## src/rtl/uart_tx_arbiter_if.sv

```systemverilog
// uart_tx_arbiter_if: request, payload and UART TX handshakes shared by three requesters and the arbiter
interface uart_tx_arbiter_if;
    logic [2:0]      REQ_VALID_I;
    logic [2:0][7:0] REQ_HDR_I;
    logic [2:0][3:0] REQ_LEN_I;
    logic [2:0]      GRANT_O;
    logic [2:0][7:0] DATA_I;
    logic [2:0]      DATA_VALID_I;
    logic [2:0]      DATA_READY_O;
    logic [7:0]      TX_DATA_O;
    logic            TX_WRITE_O;
    logic            TX_READY_I;
    modport slave (
        input  REQ_VALID_I, REQ_HDR_I, REQ_LEN_I, DATA_I, DATA_VALID_I, TX_READY_I,
        output GRANT_O, DATA_READY_O, TX_DATA_O, TX_WRITE_O
    );
    modport master (
        output REQ_VALID_I, REQ_HDR_I, REQ_LEN_I, DATA_I, DATA_VALID_I, TX_READY_I,
        input  GRANT_O, DATA_READY_O, TX_DATA_O, TX_WRITE_O
    );
endinterface

```

## src/rtl/uart_tx_arbiter.sv

```systemverilog
// uart_tx_arbiter: round-robin packet arbiter framing ESC+header+escape-stuffed payload onto one UART TX byte stream
module uart_tx_arbiter #(
    parameter logic [7:0] ESC     = 8'hB1,
    parameter int          MAX_LEN = 8
) (
    input logic              CLK_I,
    input logic              RST_I,
    uart_tx_arbiter_if.slave bus
);
    typedef enum logic [2:0] {ST_IDLE, ST_ESC, ST_HDR, ST_DATA, ST_STUFF} state_t;
    localparam logic [3:0] MAX_L = 4'(MAX_LEN);
    state_t     state_q, state_d;
    logic [2:0] grant_q, grant_d;
    logic [1:0] g_q, g_d, ptr_q, ptr_d, sel;
    logic [7:0] hdr_q, hdr_d, tx_data;
    logic [3:0] cnt_q, cnt_d;
    logic [2:0] ready;
    logic       tx_write;
    function automatic logic [1:0] rr_idx(input logic [1:0] base, input int off);
        logic [2:0] s;
        s = {1'b0, base} + 3'(off);
        return (s >= 3'd3) ? 2'(s - 3'd3) : s[1:0];
    endfunction
    // first valid requester at or after the round-robin pointer
    always_comb begin
        sel = ptr_q;
        for (int k = 2; k >= 0; k--)
            if (bus.REQ_VALID_I[rr_idx(ptr_q, k)]) sel = rr_idx(ptr_q, k);
    end
    // framing FSM: next state, latched packet context and TX/payload handshake outputs
    always_comb begin
        state_d  = state_q;
        grant_d  = grant_q;
        g_d      = g_q;
        hdr_d    = hdr_q;
        cnt_d    = cnt_q;
        ptr_d    = ptr_q;
        tx_data  = 8'h00;
        tx_write = 1'b0;
        ready    = 3'b000;
        case (state_q)
            ST_IDLE: if (|bus.REQ_VALID_I) begin
                g_d     = sel;
                hdr_d   = bus.REQ_HDR_I[sel];
                cnt_d   = (bus.REQ_LEN_I[sel] > MAX_L) ? MAX_L : bus.REQ_LEN_I[sel];
                grant_d = 3'b001 << sel;
                state_d = ST_ESC;
            end
            ST_ESC: begin
                tx_data  = ESC;
                tx_write = 1'b1;
                if (bus.TX_READY_I) state_d = ST_HDR;
            end
            ST_HDR: begin
                tx_data  = hdr_q;
                tx_write = 1'b1;
                if (bus.TX_READY_I) state_d = (cnt_q == 4'd0) ? ST_IDLE : ST_DATA;
            end
            ST_DATA: begin
                tx_data    = bus.DATA_I[g_q];
                tx_write   = bus.DATA_VALID_I[g_q];
                ready[g_q] = bus.TX_READY_I;
                if (tx_write && bus.TX_READY_I) begin
                    cnt_d = cnt_q - 4'd1;
                    if (tx_data == ESC) state_d = ST_STUFF;
                    else if (cnt_d == 4'd0) state_d = ST_IDLE;
                end
            end
            ST_STUFF: begin
                tx_data  = ESC;
                tx_write = 1'b1;
                if (bus.TX_READY_I) state_d = (cnt_q == 4'd0) ? ST_IDLE : ST_DATA;
            end
            default: state_d = ST_IDLE;
        endcase
        if (state_d == ST_IDLE && state_q != ST_IDLE) begin
            grant_d = 3'b000;
            ptr_d   = rr_idx(g_q, 1);
        end
    end
    // state and packet context registers; reset drops any partial frame
    always_ff @(posedge CLK_I or posedge RST_I) begin
        if (RST_I) begin
            state_q <= ST_IDLE;
            grant_q <= 3'b000;
            g_q     <= 2'd0;
            ptr_q   <= 2'd0;
            hdr_q   <= 8'h00;
            cnt_q   <= 4'd0;
        end else begin
            state_q <= state_d;
            grant_q <= grant_d;
            g_q     <= g_d;
            ptr_q   <= ptr_d;
            hdr_q   <= hdr_d;
            cnt_q   <= cnt_d;
        end
    end
    assign bus.GRANT_O      = grant_q;
    assign bus.TX_DATA_O    = tx_data;
    assign bus.TX_WRITE_O   = tx_write;
    assign bus.DATA_READY_O = ready;
endmodule

```

## src/flat_wrapper.sv

```systemverilog
// flat-port wrapper written by rule: the top's interface ports become plain ports
module uart_tx_arbiter_flat 
#(
    parameter logic [7:0] ESC     = 8'hB1,
    parameter int          MAX_LEN = 8
)
  (CLK_I, RST_I, bus_REQ_VALID_I, bus_REQ_HDR_I, bus_REQ_LEN_I, bus_DATA_I, bus_DATA_VALID_I, bus_TX_READY_I, bus_GRANT_O, bus_DATA_READY_O, bus_TX_DATA_O, bus_TX_WRITE_O);
  uart_tx_arbiter_if bus_i ();
  input logic CLK_I;
  input logic RST_I;
  input wire logic [$bits(bus_i.REQ_VALID_I)-1:0] bus_REQ_VALID_I;
  input wire logic [$bits(bus_i.REQ_HDR_I)-1:0] bus_REQ_HDR_I;
  input wire logic [$bits(bus_i.REQ_LEN_I)-1:0] bus_REQ_LEN_I;
  input wire logic [$bits(bus_i.DATA_I)-1:0] bus_DATA_I;
  input wire logic [$bits(bus_i.DATA_VALID_I)-1:0] bus_DATA_VALID_I;
  input wire logic [$bits(bus_i.TX_READY_I)-1:0] bus_TX_READY_I;
  output wire logic [$bits(bus_i.GRANT_O)-1:0] bus_GRANT_O;
  output wire logic [$bits(bus_i.DATA_READY_O)-1:0] bus_DATA_READY_O;
  output wire logic [$bits(bus_i.TX_DATA_O)-1:0] bus_TX_DATA_O;
  output wire logic [$bits(bus_i.TX_WRITE_O)-1:0] bus_TX_WRITE_O;
  assign bus_i.REQ_VALID_I = bus_REQ_VALID_I;
  assign bus_i.REQ_HDR_I = bus_REQ_HDR_I;
  assign bus_i.REQ_LEN_I = bus_REQ_LEN_I;
  assign bus_i.DATA_I = bus_DATA_I;
  assign bus_i.DATA_VALID_I = bus_DATA_VALID_I;
  assign bus_i.TX_READY_I = bus_TX_READY_I;
  assign bus_GRANT_O = bus_i.GRANT_O;
  assign bus_DATA_READY_O = bus_i.DATA_READY_O;
  assign bus_TX_DATA_O = bus_i.TX_DATA_O;
  assign bus_TX_WRITE_O = bus_i.TX_WRITE_O;
  uart_tx_arbiter #(.ESC(ESC), .MAX_LEN(MAX_LEN)) u_core (.CLK_I(CLK_I), .RST_I(RST_I), .bus(bus_i));
endmodule
```

## config.mk

```make
export PLATFORM = sky130hd
export DESIGN_NAME = uart_tx_arbiter_flat
export DESIGN_NICKNAME = d
export VERILOG_FILES = /design/src/rtl/uart_tx_arbiter_if.sv /design/src/rtl/uart_tx_arbiter.sv /design/src/flat_wrapper.sv
export SDC_FILE = /design/constraint.sdc
export NUM_CORES = 1
export LEC_CHECK = 0
export CAP_MARGIN = 20
export CELL_PAD_IN_SITES_DETAIL_PLACEMENT = 1
export CELL_PAD_IN_SITES_GLOBAL_PLACEMENT = 2
export CORE_UTILIZATION = 25
export DETAILED_ROUTE_END_ITERATION = 7
export PLACE_DENSITY_LB_ADDON = 0.1
export SLEW_MARGIN = 25
export SYNTH_ARGS = -nofsm -noshare
export SYNTH_HDL_FRONTEND = slang
export SYNTH_SLANG_ARGS = --single-unit
```

## constraint.sdc

```tcl
create_clock -name CLK_I -period 4.9 [get_ports CLK_I]
set_input_delay 1.47 -clock CLK_I [delete_from_list [all_inputs] [get_ports CLK_I]]
set_output_delay 1.47 -clock CLK_I [all_outputs]
set_load 0.005 [all_outputs]
```

* Word-level counts from Yosys, hierarchy flattened *
Cells that the tools add are included.

operators by class
  bitwise operators = 1
  reduce and logical (&&, ||, !) cells = 18
  order comparisons = 11
  shifts and indexed selects = 1
  add/sub/neg operators = 8
  eq/ne operators = 7
  mux-type cells = 41

operators by type and width
  cell                                                               count
  binary-select mux 8 bit (select 2 bit)                             2
  2-to-1 mux 3 bit                                                   10
  one-hot mux 8 bit (3 select lines)                                 1
  2-to-1 mux 2 bit                                                   8
  2-to-1 mux 4 bit                                                   4
  2-to-1 mux 8 bit                                                   2
  less-than comparator 2 x 3 -> 1 bit, second input constant         5
  one-hot mux 3 bit (4 select lines)                                 1
  greater-or-equal comparator 3 x 2 -> 1 bit, second input constant  3
  binary-select mux 1 bit (select 2 bit)                             4
  binary-select mux 4 bit (select 2 bit)                             1
  equality test 8 bit, second input constant                         1
  logical NOT 4 bit                                                  2
  one-hot mux 4 bit (2 select lines)                                 1
  subtractor 2 bit, second input constant                            4
  adder 2 x 1 -> 3 bit, second input constant                        2
  equality test 3 x 2 -> 1 bit, second input constant                2
  logical NOT 3 bit                                                  2
  nonzero test 2 bit                                                 3
  OR reduction 3 bit                                                 2
  2-to-1 mux 1 bit                                                   5
  > comparator 4 bit, second input constant                          1
  inequality test 2 x 1 -> 1 bit, second input constant              2
  AND reduction 2 bit                                                2
  14 further kinds                                                   17

word-level totals
  logic and storage cells = 93
  output and inout port bits = 15
  bits of input ports = 69
  register bits = 22

* Depth between registers and ports, before layout *
Gate-level depths: netlist of the first run.

  word-level depth = 14
  depth in mapped cells = 12

* Least setup slack after synthesis of the first run *
Ideal clock, no wire load.

  path kind = input to output
  start = input port bus_DATA_I[19]
  end = output port bus_TX_DATA_O[3]
  stages = 3
  arrival = 2023 ps
  path slack = 1407 ps
  required time = 3430 ps
  cells stage by stage = mux2_1 a22oi_1 a211oi_1

between the ends
  word-level cells in the longest chain between the ends = 3

ends and longest elaborated chain
  what                                    RTL line               text
  start, declared                         flat_wrapper.sv:14     input wire logic [$bits(bus_i.DATA_I)-1:0] bus_DATA_I;
  binary-select mux 8 bit (select 2 bit)  uart_tx_arbiter.sv:60  tx_data = bus.DATA_I[g_q];
  2-to-1 mux 8 bit (not written as such)  uart_tx_arbiter.sv:60
  one-hot mux 8 bit (3 select lines)      uart_tx_arbiter.sv:41  case (state_q)
  end, declared                           flat_wrapper.sv:19     output wire logic [$bits(bus_i.TX_DATA_O)-1:0] bus_TX_DATA_O;

No other way between the ends. The select of a mux whose other input is x is not followed.

* Worst setup path after layout of the first run *
  start = input port bus_DATA_I[21]
  end = output port bus_TX_DATA_O[5]

Same word-level chain as after synthesis.

==> out/results.ini, run 1 <==
[synthesis]
synth_fp_nets = 325
synth_enable_flop_cells = 0
synth-warning-count = 0
most_instantiated_library_cell_after_synthesis = sky130_fd_sc_hd__nand2_1
syn-cell-area_um2 = 2082
synth_top_flop_cell = sky130_fd_sc_hd__dfrtp_1
dominant_cell_type_by_area_after_synthesis = sky130_fd_sc_hd__dfrtp_1
post_synth_main_area_contributors = sky130_fd_sc_hd__dfrtp_1, sky130_fd_sc_hd__mux2i_1, sky130_fd_sc_hd__ha_1
ys_ff_latch = 22
netlist.area_leader.share_pct = 26.44
synthCells = 248
syn_area_per_cell_um2 = 8.395
ys_top_cells_by_count = sky130_fd_sc_hd__nand2_1, sky130_fd_sc_hd__dfrtp_1, sky130_fd_sc_hd__o21ai_0, sky130_fd_sc_hd__nor2_1, sky130_fd_sc_hd__mux2i_1
synth_async_sr_flop_share_pct = 100.0
yosys.cell_types.count = 54
seq_area_frac_synth_pct = 26.44

[clock_tree]
tritoncts.num_buffers = 3
cts_htree_levels = 1
post_cts_setup_buffer_count = 0
clock_sinks = 22
cts_hold_buffers = 0
later_pin_clock_latency_in_the_skew_report_ps = 260
cts-root-buf = sky130_fd_sc_hd__clkbuf_8
cts_tree = built
clk_slew_on_worst_s_h_paths_ps = 90
clock_path_buffers = 2
postCtsResizedCells = 0

[timing]
tightest_slew_ps = 886.6
fmaxAchievable_ghz = 0.2187
final.min_clock_period_ps = 4573
layout_worst_path_cycle_share_pct = 93.32
fin_setup_tns_ps = 0
finalHoldViolCount = 0
slew-limit-headroom_pct = 40.53
grt_setup_unrepaired = false
setup-violations-final = 0
finalMaxSlewViolations = 0
fin_hold_ws_ps = 504.2
fin_worst_skew_ps = 4.570

[finish]
fill_count = 947
stdcell_area_um2 = 2974
num-nets-final = 394
finalCoreUtilization_pct = 37.71
seq_area_um2 = 550.5
multi_input_area_um2 = 1358
insertedDiodeCount = 0
final_layout_size_suffix_gt1_share_pct = 6.962
area_delta_synth_final_pct = 42.85

[floorplanning]
die_x_um = 93.26
coreArea_um2 = 7888
design.die.area_um2 = 8697
boundaryPins = 84
dieHeight_um = 93.26
cell_row_count = 32
start_util_pct = 26.40

[route]
routed_via_density = 4.950
drt_pre_antenna_iters = 4
routedWlPerCell_um = 15.84
route.vias.total = 2069
finalWirelength_um = 6621
drt_drc_violations_left = 0
drt-initial-drc-count = 39
antenna_violating_nets_post_route = 0

[global_route]
use_met1_pct = 21.42
top_usage_layer = met2
grt.met3_usage_pct = 2.114
grt_max_degree = 23
grt_usage_pct = 15.36
vias_in_the_first_global_route = 2060
grt_util_met2_pct = 25.25
number_of_antenna_violations_at_the_first_check_in_global_routing = 0
grt.overflow.total = 0
grt_pass1_wl_um = 10580

[setup_path]
crit_buf_inv = 2
critPathCaptureType = output port
crit_top_cell = sky130_fd_sc_hd__clkdlybuf4s50_1
worstSetupStartpointType = primary input
worst_ep_arrival_time_ps = 3100
path_cells = clkdlybuf4s50_1 > mux2i_1 > o2bb2ai_1 > a22oi_1 > o21ai_0 > clkdlybuf4s50_1
critical_path_peak_fanout = 2
cp_data_required_time_ps = 3430
timing_worst_setup_path_type = primary input to output port
critical-path-max-stage-delay_ps = 530
timing.critical_path.slowest_stage_cell = sky130_fd_sc_hd__clkdlybuf4s50_1
top_delay_family_on_crit_path = buffers and inverters

[flow_run]
max_cap_violations = 0

[outcome]
outcome = finished, final reports clean

[power]
peakVddDrop_mv = 0.1865
pwr_density_cell_nw_per_um2 = 561.3
leakage_power_summed_over_all_cells_uw = 0.001201

[placement]
dp_hpwl_um = 5171
dpl_cell_area_um2 = 2919
place.port_buffers = 83
final_weighted_congestion_in_routability_driven_placement = 0.7741

[hold_path]
min_path_type = flip-flop to flip-flop

[registers in the layout (all words and copies together), names as in the netlist]
signal and cells:
u_core.hdr_q 8, u_core.cnt_q 4, u_core.bus.GRANT_O 3, u_core.state_q 3
u_core.g_q 2, u_core.ptr_q 2
[cells by family (layout without fill, tap and decap cells)]
group           after synthesis  after routing  share of synthesized area, %
fa+ha+maj                     8              8                         4.808
buf+inv                      32            100                         8.353
compound gates               77             77                         26.32
flops                        22             22                         26.44
xor+xnor                      5              5                         2.103
simple gates                 80             80                         19.77
mux                          24             24                         12.20
[placed cells by master, fill, tap and decap left out, drive strengths merged, types with 8 or more instances in the layout]
master | Yosys | routed
o21ai | 22 | 22
a22oi | 11 | 11
mux2 | 8 | 8
nor3 | 8 | 8
a2bb2oi | 9 | 9
ha | 8 | 8
clkdlybuf4s50 | 0 | 83
inv | 12 | 11
mux2i | 16 | 16
nand2 | 27 | 27
dfrtp | 22 | 22
nor2 | 17 | 17
[per-layer routing]
metal | vias up | wire length [um]
li1 | 1042 | -
met1 | 972 | 3269
met2 | 53 | 2986
met3 | 2 | 315
met4 | 0 | 49
met5 | - | 0
[where the power goes]
group | switching (uW) | total, uW | internal (uW)
sequential | 112 | 371 | 259
combinational | 592 | 1160 | 569
clock | 65.3 | 137 | 71.7
total | 769 | 1670 | 900
[metrics by stage]
stage	instances	setup WS, ps	power, uW
after detailed placement	414	313.9	1562
after global routing	418	188.9	1840
after global placement	414	307.5	1552
after CTS	418	309.2	1701
after floorplan	248	1407	1187
final	418	327.4	1669
[path summary, 6_finish.rpt]
check / slack (ps) / cells past startpoint / from / end
min: 500 / 2 / u_core.hdr_q[4] / u_core.hdr_q[4]
min reg2reg: 500 / 2 / u_core.hdr_q[4] / u_core.hdr_q[4]
min in group asynchronous: 1590 / 2 / RST_I / u_core.cnt_q[1]
max reg2reg: 1970 / 9 / u_core.ptr_q[0] / u_core.cnt_q[1]
max: 330 / 6 / bus_DATA_I[21] / bus_TX_DATA_O[5]
max in group asynchronous: 2900 / 2 / RST_I / u_core.cnt_q[0]
[final cells by class]
cell class / instances / share of cell area [%]
Tap cell: 102 / 4.291
Timing Repair Buffer: 84 / 28.19
Clock buffer: 4 / 1.851
Inverter: 12 / 1.515
Multi-Input combinational cell: 194 / 45.65
Sequential cell: 22 / 18.51
[worst register-to-register path, cell delays in order, from the launching register on]
cell	delay [ps]
sky130_fd_sc_hd__dfrtp_1	360
sky130_fd_sc_hd__inv_1	90
sky130_fd_sc_hd__ha_1	530
sky130_fd_sc_hd__mux2_2	390
sky130_fd_sc_hd__a221oi_2	290
sky130_fd_sc_hd__o21ai_2	160
sky130_fd_sc_hd__nand2_2	360
sky130_fd_sc_hd__mux2_2	390
sky130_fd_sc_hd__o211ai_1	160
sky130_fd_sc_hd__o21ai_1	70
Note: power is estimated with default switching activity, not from simulation.
==> inputs of run 2 (changes only) <==
- HOLD_SLACK_MARGIN: unset -> 0.06
==> results of run 2 <==
Final layout, timing and power as in run 1 (identical DEF).
